===== src/rtl/io_bus_pkg.sv =====
// Shared types and constants for the two-requester I/O / data-RAM bus arbiter.
// The IO_INPUT_SYNC_EN macro selects synchronized input ports in io_port_regs.
package io_bus_pkg;

    localparam int IO_BIT_DEFAULT = 7;

    typedef enum logic [1:0] {
        IDLE   = 2'd0,
        ACCESS = 2'd1,
        RESP   = 2'd2
    } bus_state_t;

    typedef logic req_id_t;

    localparam req_id_t REQ_CPU = 1'b0;
    localparam req_id_t REQ_DBG = 1'b1;

    localparam int NUM_OUT_PORTS = 3;
    localparam int NUM_IN_PORTS  = 2;

    localparam logic [31:0] OFS_OUT0 = 32'h0000_0000;
    localparam logic [31:0] OFS_OUT1 = 32'h0000_0004;
    localparam logic [31:0] OFS_OUT2 = 32'h0000_0008;
    localparam logic [31:0] OFS_IN0  = 32'h0000_0040;
    localparam logic [31:0] OFS_IN1  = 32'h0000_0044;

    // On a tie the requester that did not win last time gets the bus.
    function automatic req_id_t pick_winner(input logic r0, input logic r1, input req_id_t last);
        if (r0 && r1) begin
            return (last == REQ_CPU) ? REQ_DBG : REQ_CPU;
        end else if (r1) begin
            return REQ_DBG;
        end else begin
            return REQ_CPU;
        end
    endfunction

endpackage


===== src/rtl/io_port_regs.sv =====
// Output port registers, input port capture, I/O read mux and illegal-access decode.
// With IO_INPUT_SYNC_EN defined the input ports pass through a two-flop synchronizer.
module io_port_regs
    import io_bus_pkg::*;
#(
    parameter int IO_BIT = IO_BIT_DEFAULT
) (
    input  logic              clock,
    input  logic              reset,
    input  logic              access,
    input  logic              we,
    input  logic [IO_BIT-1:0] offset,
    input  logic [31:0]       wdata,
    input  logic [31:0]       in_port0,
    input  logic [31:0]       in_port1,
    output logic [31:0]       out_port0,
    output logic [31:0]       out_port1,
    output logic [31:0]       out_port2,
    output logic [31:0]       rd_data,
    output logic              err
);

    logic [31:0] ofs_ext;
    logic [31:0] out_val [NUM_OUT_PORTS];
    logic [31:0] in_raw  [NUM_IN_PORTS];
    logic [31:0] in_val  [NUM_IN_PORTS];

    assign ofs_ext   = {{(32-IO_BIT){1'b0}}, offset};
    assign in_raw[0] = in_port0;
    assign in_raw[1] = in_port1;

    genvar gi;
    generate
        for (gi = 0; gi < NUM_OUT_PORTS; gi++) begin : g_out
            logic [31:0] port_reg;
            always_ff @(posedge clock or posedge reset) begin
                if (reset) begin
                    port_reg <= '0;
                end else if (access && we && (ofs_ext == OFS_OUT0 + 32'(4 * gi))) begin
                    port_reg <= wdata;
                end
            end
            assign out_val[gi] = port_reg;
        end

`ifdef IO_INPUT_SYNC_EN
        for (gi = 0; gi < NUM_IN_PORTS; gi++) begin : g_in_sync
            logic [31:0] sync1_reg;
            logic [31:0] sync2_reg;
            always_ff @(posedge clock or posedge reset) begin
                if (reset) begin
                    sync1_reg <= '0;
                    sync2_reg <= '0;
                end else begin
                    sync1_reg <= in_raw[gi];
                    sync2_reg <= sync1_reg;
                end
            end
            assign in_val[gi] = sync2_reg;
        end
`else
        for (gi = 0; gi < NUM_IN_PORTS; gi++) begin : g_in_direct
            assign in_val[gi] = in_raw[gi];
        end
`endif
    endgenerate

    assign out_port0 = out_val[0];
    assign out_port1 = out_val[1];
    assign out_port2 = out_val[2];

    // Writes always read back as zero; writing an input port is an error.
    always_comb begin
        rd_data = '0;
        err     = 1'b1;
        case (ofs_ext)
            OFS_OUT0: begin rd_data = we ? '0 : out_val[0]; err = 1'b0; end
            OFS_OUT1: begin rd_data = we ? '0 : out_val[1]; err = 1'b0; end
            OFS_OUT2: begin rd_data = we ? '0 : out_val[2]; err = 1'b0; end
            OFS_IN0:  begin rd_data = we ? '0 : in_val[0];  err = we;   end
            OFS_IN1:  begin rd_data = we ? '0 : in_val[1];  err = we;   end
            default:  begin rd_data = '0;                   err = 1'b1; end
        endcase
    end

endmodule


===== src/rtl/io_bus_arbiter.sv =====
// Two-requester arbiter sharing one data RAM port and a small I/O register space.
// Define IO_INPUT_SYNC_EN to synchronize in_port0/1 before they are read.
module io_bus_arbiter
    import io_bus_pkg::*;
#(
    parameter int IO_BIT = IO_BIT_DEFAULT
) (
    input  logic        clock,
    input  logic        reset,
    input  logic        req0,
    input  logic        we0,
    input  logic [31:0] addr0,
    input  logic [31:0] wdata0,
    input  logic        req1,
    input  logic        we1,
    input  logic [31:0] addr1,
    input  logic [31:0] wdata1,
    output logic        ack0,
    output logic        ack1,
    output logic [31:0] rdata,
    output logic        mem_we,
    output logic [31:0] mem_addr,
    output logic [31:0] mem_wdata,
    input  logic [31:0] mem_rdata,
    input  logic [31:0] in_port0,
    input  logic [31:0] in_port1,
    output logic [31:0] out_port0,
    output logic [31:0] out_port1,
    output logic [31:0] out_port2,
    output logic        bus_err
);

    bus_state_t  state_reg;
    req_id_t     grant_reg;
    req_id_t     last_grant_reg;
    logic        we_reg;
    logic [31:0] addr_reg;
    logic [31:0] wdata_reg;
    logic [31:0] rdata_reg;
    logic        ack0_reg;
    logic        ack1_reg;
    logic        bus_err_reg;

    req_id_t     winner;
    logic        is_io;
    logic        io_access;
    logic [31:0] io_rd_data;
    logic        io_err;

    assign winner    = pick_winner(req0, req1, last_grant_reg);
    assign is_io     = addr_reg[IO_BIT];
    assign io_access = (state_reg == ACCESS) && is_io;

    io_port_regs #(
        .IO_BIT (IO_BIT)
    ) u_port_regs (
        .clock     (clock),
        .reset     (reset),
        .access    (io_access),
        .we        (we_reg),
        .offset    (addr_reg[IO_BIT-1:0]),
        .wdata     (wdata_reg),
        .in_port0  (in_port0),
        .in_port1  (in_port1),
        .out_port0 (out_port0),
        .out_port1 (out_port1),
        .out_port2 (out_port2),
        .rd_data   (io_rd_data),
        .err       (io_err)
    );

    always_ff @(posedge clock or posedge reset) begin
        if (reset) begin
            state_reg      <= IDLE;
            grant_reg      <= REQ_CPU;
            last_grant_reg <= REQ_DBG;
            we_reg         <= 1'b0;
            addr_reg       <= '0;
            wdata_reg      <= '0;
            rdata_reg      <= '0;
            ack0_reg       <= 1'b0;
            ack1_reg       <= 1'b0;
            bus_err_reg    <= 1'b0;
        end else begin
            case (state_reg)
                IDLE: begin
                    if (req0 || req1) begin
                        grant_reg      <= winner;
                        last_grant_reg <= winner;
                        if (winner == REQ_DBG) begin
                            we_reg    <= we1;
                            addr_reg  <= addr1;
                            wdata_reg <= wdata1;
                        end else begin
                            we_reg    <= we0;
                            addr_reg  <= addr0;
                            wdata_reg <= wdata0;
                        end
                        state_reg <= ACCESS;
                    end
                end
                ACCESS: begin
                    ack0_reg    <= (grant_reg == REQ_CPU);
                    ack1_reg    <= (grant_reg == REQ_DBG);
                    bus_err_reg <= is_io && io_err;
                    rdata_reg   <= is_io ? io_rd_data : '0;
                    state_reg   <= RESP;
                end
                RESP: begin
                    ack0_reg    <= 1'b0;
                    ack1_reg    <= 1'b0;
                    bus_err_reg <= 1'b0;
                    rdata_reg   <= '0;
                    state_reg   <= IDLE;
                end
                default: begin
                    state_reg <= IDLE;
                end
            endcase
        end
    end

    // Decoded from state so an asynchronous reset removes the write strobe at once.
    assign mem_we    = (state_reg == ACCESS) && !is_io && we_reg;
    assign mem_addr  = addr_reg;
    assign mem_wdata = wdata_reg;

    // RAM read data arrives during RESP, so it bypasses the response register.
    assign rdata   = ((state_reg == RESP) && !is_io && !we_reg) ? mem_rdata : rdata_reg;
    assign ack0    = ack0_reg;
    assign ack1    = ack1_reg;
    assign bus_err = bus_err_reg;

endmodule

===== config.mk =====
export PLATFORM = sky130hd
export DESIGN_NAME = io_bus_arbiter
export DESIGN_NICKNAME = d
export VERILOG_FILES = /design/src/rtl/io_bus_pkg.sv /design/src/rtl/io_port_regs.sv /design/src/rtl/io_bus_arbiter.sv
export SDC_FILE = /design/constraint.sdc
export NUM_CORES = 1
export LEC_CHECK = 0
export ABC_AREA = 1
export BUFFER_PORTS_ARGS = -buffer_cell sky130_fd_sc_hd__buf_2
export CAP_MARGIN = 20
export CORE_AREA = 8 8 160 162
export DETAILED_ROUTE_END_ITERATION = 16
export DIE_AREA = 0 0 168 170
export PLACE_DENSITY = 0.82
export SKIP_LAST_GASP = 1
export SLEW_MARGIN = 15
export SYNTH_ARGS = -nofsm -noshare
export SYNTH_HDL_FRONTEND = slang
export SYNTH_HIERARCHICAL = 1
export SYNTH_SLANG_ARGS = --single-unit

===== constraint.sdc =====
create_clock -name clock -period 8.2 [get_ports clock]
set_input_delay 0.82 -clock clock [delete_from_list [all_inputs] [get_ports clock]]
set_output_delay 0.82 -clock clock [all_outputs]
set_load 0.05 [all_outputs]

==> flow_summary.toml <==
[detailed_routing]
viasPerCell = 5.18
vias = 12300
drt_iter0_markers = 1292
wirelength_um = 41700
drt_pass1_iterations = 5
drc = 0
ant_nets = 0
wl_per_cell_um = 17.5

[timing]
final_hold_viol_count = 0
finalCritPeriodShare_pct = 46.0
hold_ws_ns = 0.339
min_period_ns = 3.77
max_freq_mhz = 265
rsz0062_at_grt = "no"
relSlewSlack_pct = 30.2
final_max_slew_viol_count = 0
worst_pin_slew_ns = 1.05
fin_skew_ns = 0.0113
setup_viol = 0
final.setup.tns_ns = 0

[critical_path]
cp-start-kind = "flip-flop"
crit_fanout = 33
cp.arrival_ns = 2.95
critical_path_class = "reg2out"
required_ns = 7.38
cp-end-kind = "output pin"

[global_routing]
met3_usage_pct = 7.95
busiest_layer = "met2"
grt_pass1_wl_um = 64700
use_met2_pct = 44.2
overflow = 0
grt.total_usage_pct = 28.4
grt_max_degree = 80
use_met1_pct = 36.7
antenna_found_initial = 3
grt_pass1_vias = 12000

[yosys]
syn_nets = 1957
ys_seq_area_share_pct = 42.8
post_synth.cell_area_avg_um2 = 6.78
syn_area_mm2 = 0.0117
synth-seq-cells = 200
ys_types = 25
ys_warn_count = 6
synth_cells = 1723

[clocking]
cts-resized-gates = 0
clkSlewWorstSetupHoldPaths_ns = 0.07
h-tree-depth = 4
ctsHoldBuffers = 0
cts_setup_buffers = 0
cts_tree = "done"
root_buffer = "clkbuf_16"
cts_buffers = 17
cts_sinks = 200
clk_latency_ns = 0.43
cts_buffer_depth = 2

[power]
p_leak_nw = 8.54
pwr_density_cell_mw_per_mm2 = 351
ir_worst_vdd_mv = 0.293

[placed_design]
dp.cells = 2343
io_buffers = 425
gp_congestion = 0.923
dpl.hpwl_um = 31400

[run_status]
status = "finished, final reports clean"

[floorplan]
initial_core_util_pct = 50.7
die_w_um = 168
core_mm2 = 0.0231
die_h_um = 170
rows = 56
io_pins = 426
fp.dieArea_mm2 = 0.0286

[final_layout]
fin_cells = 2379
drive_gt1_share_pct = 24.0
seq_area_mm2 = 0.00501
nNetsFinal = 2309
area_growth_syn_to_layout_pct = 23.3
fill_cells = 2124
multi_input_area_mm2 = 0.00506

[worst_hold_path]
min_path_type = "in2async"

[job]
maxCapViolCount = 0
==> cell usage after synthesis <==
library cell  instances  area share (%)
clkbuf_1             37             1.2
nand3_2               2            0.17
o22ai_1               2            0.11
clkbuf_2              1           0.043
inv_2                 4            0.13
nand3_1             244              10
nand2_2               4            0.21
nand2_1             575              18
buf_2                47             2.0
buf_6                 4            0.39
nand3b_1             48             3.1
buf_1                 3           0.096
nor2_2                4            0.21
inv_1               283             9.1
dfrtp_1             199              43
nand2_4               3            0.29
o21ai_0              83             3.6
buf_4                17             1.1
nor2_4                2            0.19
o21ai_1              50             2.1
ha_1                  4            0.43
a21oi_1               1           0.043
nor2_8                3            0.51
nor2_1              102             3.3
dfstp_2               1            0.22
==> placed cells by master, fill, tap and decap left out, types with 3 or more instances in the layout <==
master | synthesis | layout
o21ai_1 | 50 | 50
nand2_1 | 575 | 573
ha_1 | 4 | 4
nand2_2 | 4 | 6
clkinv_2 | 0 | 4
nor2_2 | 4 | 4
dfrtp_1 | 199 | 199
clkbuf_16 | 0 | 17
nand2_4 | 3 | 3
buf_4 | 17 | 13
nand3_1 | 244 | 244
buf_2 | 47 | 425
nor2_4 | 2 | 3
inv_4 | 0 | 3
nor2_1 | 102 | 101
nand3b_1 | 48 | 48
inv_1 | 283 | 281
inv_2 | 4 | 3
nor2_8 | 3 | 3
o21ai_0 | 83 | 83
==> layer usage <==
metal	up-vias	wire length (um)	share of wire, %
li1	5985	-	-
met4	2	1610	3.9
met5	-	8	0.019
met3	84	4040	9.7
met1	5588	17200	41
met2	674	18800	45
==> worst max-delay path, cell delays in order (launching register included) <==
cell	delay (ns)
dfrtp_1	0.53
nor2_2	0.23
buf_4	0.36
nand2_1	0.70
nand2_1	0.30
nand2_1	0.14
buf_2	0.24
==> worst paths after layout <==
check,from,endpoint,slack [ns],depth (start not counted)
setup / recovery,mem_addr[7],rdata[11],4.43,6
hold / removal,reset,u_port_regs/out_port1[0],0.34,2
setup reg to reg,we_reg,rdata_reg[27],5.50,9
hold reg to reg,mem_addr[21],mem_addr[21],0.47,2
max in group asynchronous,reset,mem_wdata[12],6.51,3
min in group clock,mem_addr[21],mem_addr[21],0.47,2
==> logic make-up after synthesis <==
logic type	count (synthesis)	share of synthesized area (%)
simple gates	987	36.9
buf+inv	396	14.0
flops	200	42.8
compound gates	136	5.84
fa+ha+maj	4	0.428
==> stage by stage <==
step	power [W]	worst slack, ns	utilization (%)	area (um^2)
floorplan	0.00345	4.65	-	11700
global placement	0.00417	4.88	59.6	13700
detailed placement	0.00420	4.81	59.7	13800
CTS	0.00504	4.46	62.2	14300
global route	0.00532	4.35	62.5	14400
finish	0.00505	4.43	62.5	14400
==> where the power goes <==
group | switching (W) | total, W | internal (W)
registers | 0.000282 | 0.00154 | 0.00126
logic | 0.00212 | 0.00267 | 0.000557
clock network | 0.000371 | 0.000836 | 0.000465
==> layout make-up <==
class | count | area share (%)
Inverter | 287 | 7.53
Timing Repair Buffer | 442 | 16.1
Clock inverter | 11 | 0.842
Sequential cell | 200 | 34.7
Multi-Input combinational cell | 1127 | 35.1
Tap cell | 290 | 2.52
Antenna cell | 2 | 0.0347
Clock buffer | 20 | 3.17
(Power assumes the default switching activity.)
